### src/rtl/fetch_pkg.sv
// Shared definitions for the instruction fetch slice.
//   XLEN_DEFAULT / RESET_PC_DEFAULT : default address width and reset fetch address
//   INSTR_W                         : instruction word width (fixed at 32)
//   fetch_state_e                   : fetch FSM states (RUN, FAULT)
//   fetch_entry_t                   : one fetch buffer entry {pc, instr}
package fetch_pkg;

  localparam int          XLEN_DEFAULT     = 32;
  localparam logic [31:0] RESET_PC_DEFAULT = 32'h0000_0000;
  localparam int          INSTR_W          = 32;

  typedef enum logic {
    RUN   = 1'b0,
    FAULT = 1'b1
  } fetch_state_e;

  typedef struct packed {
    logic [XLEN_DEFAULT-1:0] pc;
    logic [INSTR_W-1:0]      instr;
  } fetch_entry_t;

endpackage

### src/rtl/fetch_fifo.sv
// Fetch buffer: circular FIFO with head/tail pointers and an occupancy count.
//   clk, rst    : clock, asynchronous active-low reset
//   flush       : synchronous clear, takes priority over push/pop
//   push, wdata : write wdata at the tail
//   pop         : advance the head
//   rdata       : head entry, read combinationally from storage
//   full, empty : occupancy flags
// The caller guarantees no push when full without a simultaneous pop, and no
// pop when empty. Push and pop together on a full buffer is legal: the tail
// slot equals the head slot, and the head moves past it at the same edge.
module fetch_fifo #(
  parameter int WIDTH = 64,
  parameter int DEPTH = 4
) (
  input  logic             clk,
  input  logic             rst,
  input  logic             flush,
  input  logic             push,
  input  logic             pop,
  input  logic [WIDTH-1:0] wdata,
  output logic [WIDTH-1:0] rdata,
  output logic             full,
  output logic             empty
);

  localparam int PTR_W = $clog2(DEPTH);
  localparam int CNT_W = PTR_W + 1;

  logic [WIDTH-1:0] mem_q [DEPTH];
  logic [PTR_W-1:0] head_q, head_d;
  logic [PTR_W-1:0] tail_q, tail_d;
  logic [CNT_W-1:0] count_q, count_d;

  // Pointers are exactly PTR_W bits, so modulo-DEPTH wrap is free.
  always_comb begin
    head_d  = head_q;
    tail_d  = tail_q;
    count_d = count_q;
    if (flush) begin
      head_d  = '0;
      tail_d  = '0;
      count_d = '0;
    end else begin
      if (push) tail_d = tail_q + PTR_W'(1);
      if (pop)  head_d = head_q + PTR_W'(1);
      case ({push, pop})
        2'b10:   count_d = count_q + CNT_W'(1);
        2'b01:   count_d = count_q - CNT_W'(1);
        default: count_d = count_q;
      endcase
    end
  end

  always_ff @(posedge clk or negedge rst) begin
    if (!rst) begin
      head_q  <= '0;
      tail_q  <= '0;
      count_q <= '0;
    end else begin
      head_q  <= head_d;
      tail_q  <= tail_d;
      count_q <= count_d;
    end
  end

  // Storage carries no reset; slots outside [head, tail) are don't-care.
  always_ff @(posedge clk) begin
    if (push && !flush) mem_q[tail_q] <= wdata;
  end

  assign rdata = mem_q[head_q];
  assign full  = (count_q == CNT_W'(DEPTH));
  assign empty = (count_q == '0);

endmodule

### src/rtl/fetch_unit.sv
// Instruction fetch unit: PC register, RUN/FAULT FSM and a fetch buffer.
//   clk, rst                    : clock, asynchronous active-low reset
//   imem_addr / imem_rdata      : instruction memory request (combinational read)
//   redirect_valid, redirect_pc : branch/jump restart; misaligned target faults
//   id_ready                    : decode consumes the head entry
//   if_valid, if_instr, if_pc,
//   if_pc_plus4                 : head entry presented to decode
//   fetch_fault                 : misaligned redirect seen, fetch halted
module fetch_unit
  import fetch_pkg::*;
#(
  parameter int             XLEN       = XLEN_DEFAULT,
  parameter logic [XLEN-1:0] RESET_PC  = XLEN'(RESET_PC_DEFAULT),
  parameter int             FIFO_DEPTH = 4
) (
  input  logic            clk,
  input  logic            rst,
  output logic [XLEN-1:0] imem_addr,
  input  logic [31:0]     imem_rdata,
  input  logic            redirect_valid,
  input  logic [XLEN-1:0] redirect_pc,
  input  logic            id_ready,
  output logic            if_valid,
  output logic [31:0]     if_instr,
  output logic [XLEN-1:0] if_pc,
  output logic [XLEN-1:0] if_pc_plus4,
  output logic            fetch_fault
);

  localparam int ENTRY_W = XLEN + INSTR_W;

  fetch_state_e     state_q, state_d;
  logic [XLEN-1:0]  pc_q, pc_d;
  logic             push, pop, full, empty;
  logic [ENTRY_W-1:0] head_entry;

  // Redirect wins over everything: it blocks both push and pop this cycle.
  // A push is still allowed on a full buffer when the head pops at the same edge.
  assign pop  = !empty && id_ready && !redirect_valid;
  assign push = (state_q == RUN) && !redirect_valid && (!full || pop);

  always_comb begin
    state_d = state_q;
    pc_d    = pc_q;
    if (redirect_valid) begin
      pc_d    = redirect_pc;
      state_d = (redirect_pc[1:0] != 2'b00) ? FAULT : RUN;
    end else if (push) begin
      pc_d = pc_q + XLEN'(4);
    end
  end

  always_ff @(posedge clk or negedge rst) begin
    if (!rst) begin
      state_q <= RUN;
      pc_q    <= RESET_PC;
    end else begin
      state_q <= state_d;
      pc_q    <= pc_d;
    end
  end

  fetch_fifo #(
    .WIDTH (ENTRY_W),
    .DEPTH (FIFO_DEPTH)
  ) u_fifo (
    .clk   (clk),
    .rst   (rst),
    .flush (redirect_valid),
    .push  (push),
    .pop   (pop),
    .wdata ({pc_q, imem_rdata}),
    .rdata (head_entry),
    .full  (full),
    .empty (empty)
  );

  assign imem_addr   = pc_q;
  assign if_valid    = !empty;
  assign if_pc       = head_entry[ENTRY_W-1:INSTR_W];
  assign if_instr    = head_entry[INSTR_W-1:0];
  assign if_pc_plus4 = if_pc + XLEN'(4);
  assign fetch_fault = (state_q == FAULT);

endmodule

### config.mk
export PLATFORM = sky130hd
export DESIGN_NAME = fetch_unit
export DESIGN_NICKNAME = d
export VERILOG_FILES = /design/src/rtl/fetch_pkg.sv /design/src/rtl/fetch_fifo.sv /design/src/rtl/fetch_unit.sv
export SDC_FILE = /design/constraint.sdc
export NUM_CORES = 1
export LEC_CHECK = 0
export CAP_MARGIN = 20
export CORE_MARGIN = 3
export CORE_UTILIZATION = 54
export DETAILED_ROUTE_END_ITERATION = 16
export GPL_ROUTABILITY_DRIVEN = 0
export HOLD_SLACK_MARGIN = 0.02
export PLACE_DENSITY = 0.87
export SYNTH_ARGS = -nofsm -noshare
export SYNTH_HDL_FRONTEND = slang
export SYNTH_HIERARCHICAL = 1
export SYNTH_SLANG_ARGS = --single-unit
### constraint.sdc
create_clock -name clk -period 4.13 [get_ports clk]
set_input_delay 0.6195 -clock clk [delete_from_list [all_inputs] [get_ports clk]]
set_output_delay 0.6195 -clock clk [all_outputs]
set_load 0.01 [all_outputs]
==> results <==
[flip-flops by register name (all words and copies together) (netlist names)]
| signal | count |
|---|---|
| u_fifo/tail_q | 2 |
| fetch_fault | 1 |
| u_fifo/head_q | 2 |
| u_fifo/mem_q | 256 |
| imem_addr | 32 |
| u_fifo/count_q | 3 |
[logic make-up after synthesis]
group / count (synthesis) / synth area share (%)
muxes: 70 / 12.2
xor gates and xnor gates: 38 / 2.69
DFF: 296 / 70.3
AOI/OAI and AO/OA: 66 / 3.95
adders and majority gates: 7 / 0.769
buffers and inverters: 50 / 2.17
and+or+nand+nor: 175 / 7.99
[power by group]
group | internal [W] | total (W) | switching [W]
clock network | 0.00154 | 0.00258 | 0.00105
logic | 0.000372 | 0.000682 | 0.000310
registers | 0.00333 | 0.00344 | 0.000108
[worst max-delay path by stage]
stage	slack (ps)	depth (start not counted)	start	to
finish	130	8	u_fifo/head_q[1]$_DFFE_PN0P_	if_pc_plus4[23]
global route	-7	8	u_fifo/head_q[1]$_DFFE_PN0P_	if_pc_plus4[25]
CTS	9	8	u_fifo/head_q[1]$_DFFE_PN0P_	if_pc_plus4[23]
detailed placement	140	7	u_fifo/head_q[0]$_DFFE_PN0P_	if_pc_plus4[26]
global placement	230	7	u_fifo/head_q[0]$_DFFE_PN0P_	if_pc_plus4[26]
floorplan	580	7	id_ready	u_fifo/mem_q[0][0]$_DFFE_PP_
[through the flow]
step	setup slack [ps]	setup TNS [ps]	area [µm²]	cells	utilization, %
after floorplan	580	0	12400	702	-
after global placement	228	0	14700	1165	66.4
after detailed placement	145	0	14700	1165	66.4
after CTS	8.99	0	15700	1217	70.8
after global routing	-7.00	-7.00	15700	1217	70.9
final	131	0	15700	1217	70.9
[repair_timing]
action,CTS,global route
buffers inserted,1,0
resized for setup,4,3
endpoints found under the setup margin,16,11
[cell type report]
class	instances	share of cell area (%)
Timing Repair Buffer	220	14.3
Tap cell	280	2.23
Multi-Input combinational cell	356	21.8
Clock buffer	35	4.76
Sequential cell	296	55.4
Inverter	14	0.335
Clock inverter	16	1.21
[cell usage in the layout (no fill, tap or decap), types with 7 or more instances in the layout]
cell / synthesis / layout
edfxtp_1: 256 / 256
clkdlybuf4s50_1: 0 / 196
mux4_2: 64 / 64
dfrtp_1: 40 / 38
nand2_1: 37 / 37
xnor2_1: 33 / 33
clkbuf_16: 0 / 29
nand3_1: 28 / 28
nand4_1: 23 / 23
nor2_1: 23 / 23
buf_4: 4 / 14
inv_1: 13 / 13
o21ai_0: 11 / 11
a31oi_1: 11 / 11
and4_1: 9 / 9
or4_1: 9 / 9
o211ai_1: 8 / 8
o31ai_1: 8 / 8
and3_1: 7 / 7
[metal layers]
layer	vias to the layer above	track usage (%)	routed length, µm
li1	3280	-	-
met1	3723	30.1	10900
met2	341	37.0	13800
met3	46	4.21	2010
met4	0	5.37	556
met5	-	0	0
==> impl_metrics.toml <==
[yosys]
ys_ff_latch = 296
synth_commonest_cells = "256 x edfxtp_1, 64 x mux4_2, 40 x dfrtp_1"
ys_types = 59
netlist_instances = 702
synth_top_area_share_pct = 62.2
synth_edf_count = 256
synth_warnings = 6
syn_area_um2 = 12400
syn_avg_cell_area_um2 = 17.6
async_flop_share_pct = 13.5
yosysMostFrequentCell = "edfxtp_1"
yosysTopAreaCell = "edfxtp_1"
dominantRegCellSynth = "edfxtp_1"
yosysSeqAreaShare_pct = 70.3
synth_fp_nets = 777
ys_top_cells_by_area = "edfxtp_1 62%, mux4_2 12%, dfrtp_1 8.1%, xnor2_1 2.3%, nand4_1 1.2%"

[timing]
worst_slew_pin_slew_ps = 936
slew_headroom_pct = 37.6
hold-worst-slack_ps = 220
clock_skew_ps = 14.4
finalCritPeriodShare_pct = 96.8
fin_crit_ps = 4000
hold_viol = 0
setup_viol = 0
slew_violations = 0
fmax_mhz = 250

[route]
first_pass_iters = 6
ant_nets = 0
drt_iter0_drc = 685
route.detailed.drc = 0
wl_per_cell_um = 22.5
drt-total-wl_um = 27400
viasPerCell = 6.07
dr_total_vias = 7390

[power_and_ir_drop]
finalPower_w = 0.00670
leakagePower_nw = 5.15
peakVddDrop_uv = 273
pwr_density_cell_nw_per_um2 = 427

[cells_and_area]
diodes = 0
syn_to_final_growth_pct = 27.0
final.fill_count = 1377
ff_latch_area_um2 = 8700
multi_input_area_um2 = 3420
nNetsFinal = 991
drive_gt1_share_pct = 16.0

[critical_path]
cpMaxStageDelayCell = "dfrtp_4"
cp_top_family = "buffers and inverters"
crit_type = "register to output port"
rr_worst_depth = 10
cp-start-kind = "register"
cp_cell_sequence = "buf_16, mux4_2, nand4_1, nor3_1, buf_4, nand4_1, xnor2_1, clkdlybuf4s50_1"
worstPathMaxFanout = 47
endpoint_kind = "output port"
critPathArrivalTime_ps = 3380
worst-path-buf-inv = 3
reg2reg_slack_ps = 1110
cp_common_cell = "nand4_1"
required_ps = 3510
r2r_start = "u_fifo/count_q[0]$_DFFE_PN0P_"
critPathMaxStageDelay_ps = 620
timing.rr.end = "u_fifo/count_q[1]$_DFFE_PN0P_"

[clock_network]
worst_skew_pair.late_latency_ps = 530
holdBufCountCts = 0
numCtsBuffers = 28
path_clk_slew_ps = 70
cts_tree = "done"
root_buffer = "clkbuf_16"
clock_path_buffers = 3
cts_max_level = 1
cts_sinks = 296

[die]
rows = 54
start_util_pct = 55.8
die_w_um = 157
core_um2 = 22200
ioPinCount = 198
die_h_um = 157
dieArea_um2 = 24700

[global_route]
grt_overflow = 0
antenna_found_initial = 0
grt_max_degree = 49
grt.total_usage_pct = 21.9
grt_pass1_wl_um = 41700
grt_pass1_vias = 7481

[status]
outcome = "finished, final reports clean"

[placed_design]
numPortBuffers = 197
dp.final_hpwl_um = 18300

[min_path]
hp-class = "input port to async pin"

[flow_run]
maxCapViolCount = 0
Note: power is estimated with default switching activity, not from simulation.
